==> config.mk <==
export PLATFORM = sky130hd
export DESIGN_NAME = alu_1_pipe
export DESIGN_NICKNAME = d
export VERILOG_FILES = /design/src/rtl/alu_1_pipe.sv
export SDC_FILE = /design/constraint.sdc
export NUM_CORES = 1
export LEC_CHECK = 0
export ABC_AREA = 1
export BUFFER_PORTS_ARGS = -buffer_cell sky130_fd_sc_hd__buf_2
export CAP_MARGIN = 20
export CORE_MARGIN = 2
export CORE_UTILIZATION = 30
export DETAILED_ROUTE_END_ITERATION = 7
export SETUP_SLACK_MARGIN = 0.05
export SKIP_CTS_REPAIR_TIMING = 1
export SYNTH_ARGS = -nofsm -noshare
export SYNTH_HDL_FRONTEND = slang
export SYNTH_SLANG_ARGS = --single-unit
==> constraint.sdc <==
create_clock -name clk -period 1.8 [get_ports clk]
set_input_delay 0.27 -clock clk [delete_from_list [all_inputs] [get_ports clk]]
set_output_delay 0.27 -clock clk [all_outputs]
set_load 0.005 [all_outputs]
==> src/rtl/alu_1_pipe.sv <==
// alu_1_pipe: per-stage RMT action ALU with configurable latency.
// One PHV container result per accepted action. The result and its carry/
// borrow flag are computed combinationally from the inputs, captured into the
// first pipeline register and shifted through LATENCY-1 further registers.
// A stalled output (valid & ~ready) freezes every stage, bubbles included.
module alu_1_pipe #(
  parameter int STAGE      = 0,
  parameter int ACTION_LEN = 25,
  parameter int DATA_WIDTH = 48,
  parameter int IMM_WIDTH  = 16,
  parameter int LATENCY    = 3
) (
  input  logic                  clk,
  input  logic                  rst_n,
  input  logic [ACTION_LEN-1:0] action_in,
  input  logic                  action_valid,
  output logic                  action_ready,
  input  logic [DATA_WIDTH-1:0] operand_1_in,
  input  logic [DATA_WIDTH-1:0] operand_2_in,
  output logic [DATA_WIDTH-1:0] container_out,
  output logic                  container_out_valid,
  input  logic                  container_out_ready,
  output logic                  flag_out
);

  localparam int DW = DATA_WIDTH;

  // Opcode encodings
  localparam logic [3:0] OP_ADD  = 4'b0001;
  localparam logic [3:0] OP_ADD2 = 4'b1001;
  localparam logic [3:0] OP_SUB  = 4'b0010;
  localparam logic [3:0] OP_SUB2 = 4'b1010;
  localparam logic [3:0] OP_ADDI = 4'b0011;
  localparam logic [3:0] OP_SUBI = 4'b0100;
  localparam logic [3:0] OP_AND  = 4'b0101;
  localparam logic [3:0] OP_OR   = 4'b0110;
  localparam logic [3:0] OP_XOR  = 4'b0111;
  localparam logic [3:0] OP_SADD = 4'b1011;
  localparam logic [3:0] OP_SSUB = 4'b1100;

  logic          stall;
  logic          accept;
  logic [3:0]    opcode;
  logic [DW-1:0] imm_ext;
  logic [DW:0]   sum_ext;
  logic [DW:0]   diff_ext;
  logic [DW:0]   sumi_ext;
  logic [DW:0]   diffi_ext;
  logic [DW-1:0] result_next;
  logic          flag_next;

  logic [DW-1:0]      data_reg [LATENCY];
  logic [LATENCY-1:0] valid_reg;
  logic [LATENCY-1:0] flag_reg;

  // Handshake: only a held, unconsumed output blocks the pipeline.
  assign stall        = container_out_valid & ~container_out_ready;
  assign action_ready = ~stall;
  assign accept       = action_valid & action_ready;

  assign opcode  = action_in[ACTION_LEN-1 -: 4];
  assign imm_ext = DW'(action_in[IMM_WIDTH-1:0]);

  // One extra bit on every add/sub: its top bit is the carry (add) or the
  // borrow (sub, set when the difference wrapped below zero).
  assign sum_ext   = {1'b0, operand_1_in} + {1'b0, operand_2_in};
  assign diff_ext  = {1'b0, operand_1_in} - {1'b0, operand_2_in};
  assign sumi_ext  = {1'b0, operand_1_in} + {1'b0, imm_ext};
  assign diffi_ext = {1'b0, operand_1_in} - {1'b0, imm_ext};

  // Stage-0 result select; unknown opcodes pass operand 1 through.
  always_comb begin
    result_next = operand_1_in;
    flag_next   = 1'b0;
    case (opcode)
      OP_ADD, OP_ADD2: begin
        result_next = sum_ext[DW-1:0];
        flag_next   = sum_ext[DW];
      end
      OP_SUB, OP_SUB2: begin
        result_next = diff_ext[DW-1:0];
        flag_next   = diff_ext[DW];
      end
      OP_ADDI: begin
        result_next = sumi_ext[DW-1:0];
        flag_next   = sumi_ext[DW];
      end
      OP_SUBI: begin
        result_next = diffi_ext[DW-1:0];
        flag_next   = diffi_ext[DW];
      end
      OP_AND: result_next = operand_1_in & operand_2_in;
      OP_OR:  result_next = operand_1_in | operand_2_in;
      OP_XOR: result_next = operand_1_in ^ operand_2_in;
      OP_SADD: begin
        result_next = sum_ext[DW] ? '1 : sum_ext[DW-1:0];
        flag_next   = sum_ext[DW];
      end
      OP_SSUB: begin
        result_next = diff_ext[DW] ? '0 : diff_ext[DW-1:0];
        flag_next   = diff_ext[DW];
      end
      default: begin
        result_next = operand_1_in;
        flag_next   = 1'b0;
      end
    endcase
  end

  // Pipeline shift register: capture stage 0, shift the rest, hold on stall.
  // Cycles without an accept inject zeroed bubbles.
  always_ff @(posedge clk or negedge rst_n) begin
    if (!rst_n) begin
      valid_reg <= '0;
      flag_reg  <= '0;
      for (int i = 0; i < LATENCY; i++) begin
        data_reg[i] <= '0;
      end
    end else if (!stall) begin
      valid_reg[0] <= accept;
      flag_reg[0]  <= accept & flag_next;
      data_reg[0]  <= accept ? result_next : '0;
      for (int i = 1; i < LATENCY; i++) begin
        valid_reg[i] <= valid_reg[i-1];
        flag_reg[i]  <= flag_reg[i-1];
        data_reg[i]  <= data_reg[i-1];
      end
    end
  end

  assign container_out       = data_reg[LATENCY-1];
  assign container_out_valid = valid_reg[LATENCY-1];
  assign flag_out            = flag_reg[LATENCY-1];

  // STAGE is informational and the action bits between the immediate and the
  // opcode carry no meaning here; fold them into a deliberately unused sink.
  if (ACTION_LEN - 4 > IMM_WIDTH) begin : g_spare_bits
    logic unused_bits;
    assign unused_bits = ^{32'(STAGE), action_in[ACTION_LEN-5:IMM_WIDTH]};
  end else begin : g_no_spare_bits
    logic unused_bits;
    assign unused_bits = ^32'(STAGE);
  end

endmodule

==> flow_summary.ini <==
[yosys]
synth_largest_area_cell = nand2_1
synth_cell_types = 52
synth_edf_count = 0
syn_area_per_cell_um2 = 5.60
synthDominantCellAreaShare_pct = 23.3
synth-async-reset-ratio_pct = 100
synth_top_flop_cell = dfrtp_1
syn_inst = 4032
ys_seq_area_share_pct = 16.6
syn-cell-area_um2 = 22600
ys.warnings.count = 0
synth_nets = 4354
synth_seq_cells = 150
yosys-top-cells-area = nand2_1 23%, dfrtp_1 17%, ha_1 11%

[clock_network]
path_clk_slew_ns = 0.07
htree_levels = 4
cts.sinks = 150
clockBufferDepth = 2
cts_root_buffer = clkbuf_16
clkLatencyLatePin_ns = 0.47
cts_buffers = 17
cts_tree = done

[timing]
fmax_mhz = 420
post-route-period-util_pct = 132
fin_ws_ns = -0.583
fin_crit_ns = 2.38
setup_viol = 49
timing.hold.ws_ns = 0.0620
finalClockSkew_ns = 0.0170
finalHoldViolations = 0
maxSlewHeadroom_pct = 52.8
drv_slew = 0
rsz0062_at_grt = true
worst_slew_pin_slew_ns = 0.708

[routing]
vias = 30959
routedWlPerCell_um = 22.8
first_pass_iters = 6
drc = 0
viasPerCell = 5.00
drt_iter0_drc = 3324
wl_um = 141000
ant_nets = 0

[pwr]
vdd_drop_max_v = 0.000650
leakage_nw = 19.8
power_density_nw_per_um2 = 569

[critical_path]
worstPathMaxFanout = 8
worstSetupPathType = in2reg
worstSetupStartpointType = input pin
r2r_cells = 10
r2r_setup_slack_ns = 0.12
cp.arrival_ns = 2.78
end_kind = flop
crit-reg2reg-launch = valid_reg[2]$_DFFE_PN0N_
required_ns = 2.20
r2r-end = data_reg[96]$_DFFE_PN0N_

[grt]
grt_pass1_vias = 29186
grt_max_degree = 151
grt_pass1_wl_um = 196000
antenna_found_initial = 4
globalRouteOverflowTotal = 0
grt_util_all_layers_pct = 35.1

[floorplanning]
core_area_um2 = 74400
die_w_um = 278
num_rows = 100
ioPinCount = 176
die-area_um2 = 77400
die_y_um = 278
initial_core_util_pct = 30.3

[outcome]
status = complete, but fails checks
violations = setup timing

[final_layout]
largest_register_ffs = 96
drive_above_1_share_pct = 39.4
instances_no_fill = 6196
fin_nets = 5533
area_delta_synth_final_pct = 61.8
final_area_um2 = 36500

[placed_design]
dp_slack_ns = -1.32
io_buffer_count = 170
place_inst = 6123
placed_area_um2 = 32900
dp.final_hpwl_um = 120000
place_congestion = 1.07

[hold_path]
hold_depth = 3
min_from = action_valid
hp-class = in2reg
hold_end = valid_reg[0]$_DFFE_PN0N_

[flow_run]
cap_violations = 0
## where the power goes
group / leakage [nW] / internal (mW) / switching [mW] / total (mW)
combinational: 17.6 / 5.00 / 7.13 / 12.1
sequential: 1.96 / 4.30 / 0.561 / 4.86
clock: 0.290 / 2.08 / 1.72 / 3.80
## through the flow
| stage | power [mW] | TNS (ns) | utilization [%] |
|---|---|---|---|
| finish | 20.8 | -23.74 | 49.0 |
| floorplan | 10.1 | -16.61 | - |
| global route | 21.9 | -26.25 | 49.0 |
| CTS | 19.4 | -31.44 | 45.1 |
| global placement | 15.5 | -53.42 | 44.3 |
| detailed placement | 15.5 | -55.16 | 44.3 |
## cell type report
cell class	instances	area [µm²]
fillers	7872	37900
multi-input cells	3045	18000
repair buffers	1355	10500
flip-flops and latches	150	3750
inverters	641	2480
well taps	969	1210
clock buffers	17	425
clock inverters	15	170
repair inverters	1	8.76
diodes	3	7.51
## worst max-delay path by stage
stage          cells after the start                        end        startpoint
3_5_place_dp                      19  data_reg[130]$_DFFE_PN0N_  operand_1_in[19]
6_report                          18  data_reg[105]$_DFFE_PN0N_  operand_1_in[19]
3_3_place_gp                      19  data_reg[130]$_DFFE_PN0N_  operand_1_in[19]
2_1_floorplan                     21  data_reg[126]$_DFFE_PN0N_  operand_1_in[21]
5_1_grt                           18  data_reg[105]$_DFFE_PN0N_  operand_1_in[19]
4_1_cts                           20  data_reg[136]$_DFFE_PN0N_  operand_1_in[19]
## cell usage after synthesis (all sizes together) (38+ instances only)
library cell,n
dfrtp,150
clkbuf,67
nand3,348
nor2,428
ha,193
nand2,1421
buf,129
nor3,39
nand4,67
o21bai,38
inv,640
a21oi,188
o21ai,188
## critical path, cell delays in order
cell        delay (ns)
buf_8             0.08
clkinvlp_4        0.22
ha_4              0.40
buf_6             0.12
nand4_1           0.16
buf_4             0.21
nor2_4            0.10
nand2_1           0.07
nor3_2            0.20
nand2_2           0.09
nand3_4           0.11
nand2_4           0.09
nand2_4           0.12
buf_12            0.15
nor2_2            0.04
o21ai_1           0.08
nand3_2           0.14
nand2_1           0.10
## cell usage in the layout (no fill, tap or decap), types with 18 or more instances in the layout
cell type,instances
nand2_4,29
nand3_2,69
o21ai_1,43
nand3_4,21
nor2_4,45
nor3_1,31
nand2_2,146
ha_4,53
buf_2,156
ha_1,128
inv_1,559
nor2_1,293
o21bai_1,31
xor2_1,18
dfrtp_1,150
nand4_1,67
buf_12,36
buf_6,30
nand3_1,258
buf_4,1115
o22ai_1,28
inv_2,64
a21oi_1,112
a21oi_2,62
clkbuf_16,21
nor2_2,90
o21ai_0,127
nand2_1,1245
## metal layers
layer	track usage (%)	share of wire, %	vias to the layer above
met4	11.7	3.8	0
met1	50.4	45	14433
li1	-	-	14963
met5	0	0	-
met3	4.99	8.7	210
met2	53.4	42	1353
## kinds of logic (layout without fill, tap and decap cells)
kind of cell,after synthesis,count (layout),synth area share (%)
simple gates,2340,2340,43.4
buf+inv,837,2029,15.9
xor+xnor,19,19,0.737
other cells,0,3,0
compound gates,489,489,12.3
fa+ha+maj,197,197,11.1
flops,150,150,16.6
(Power assumes the default switching activity.)
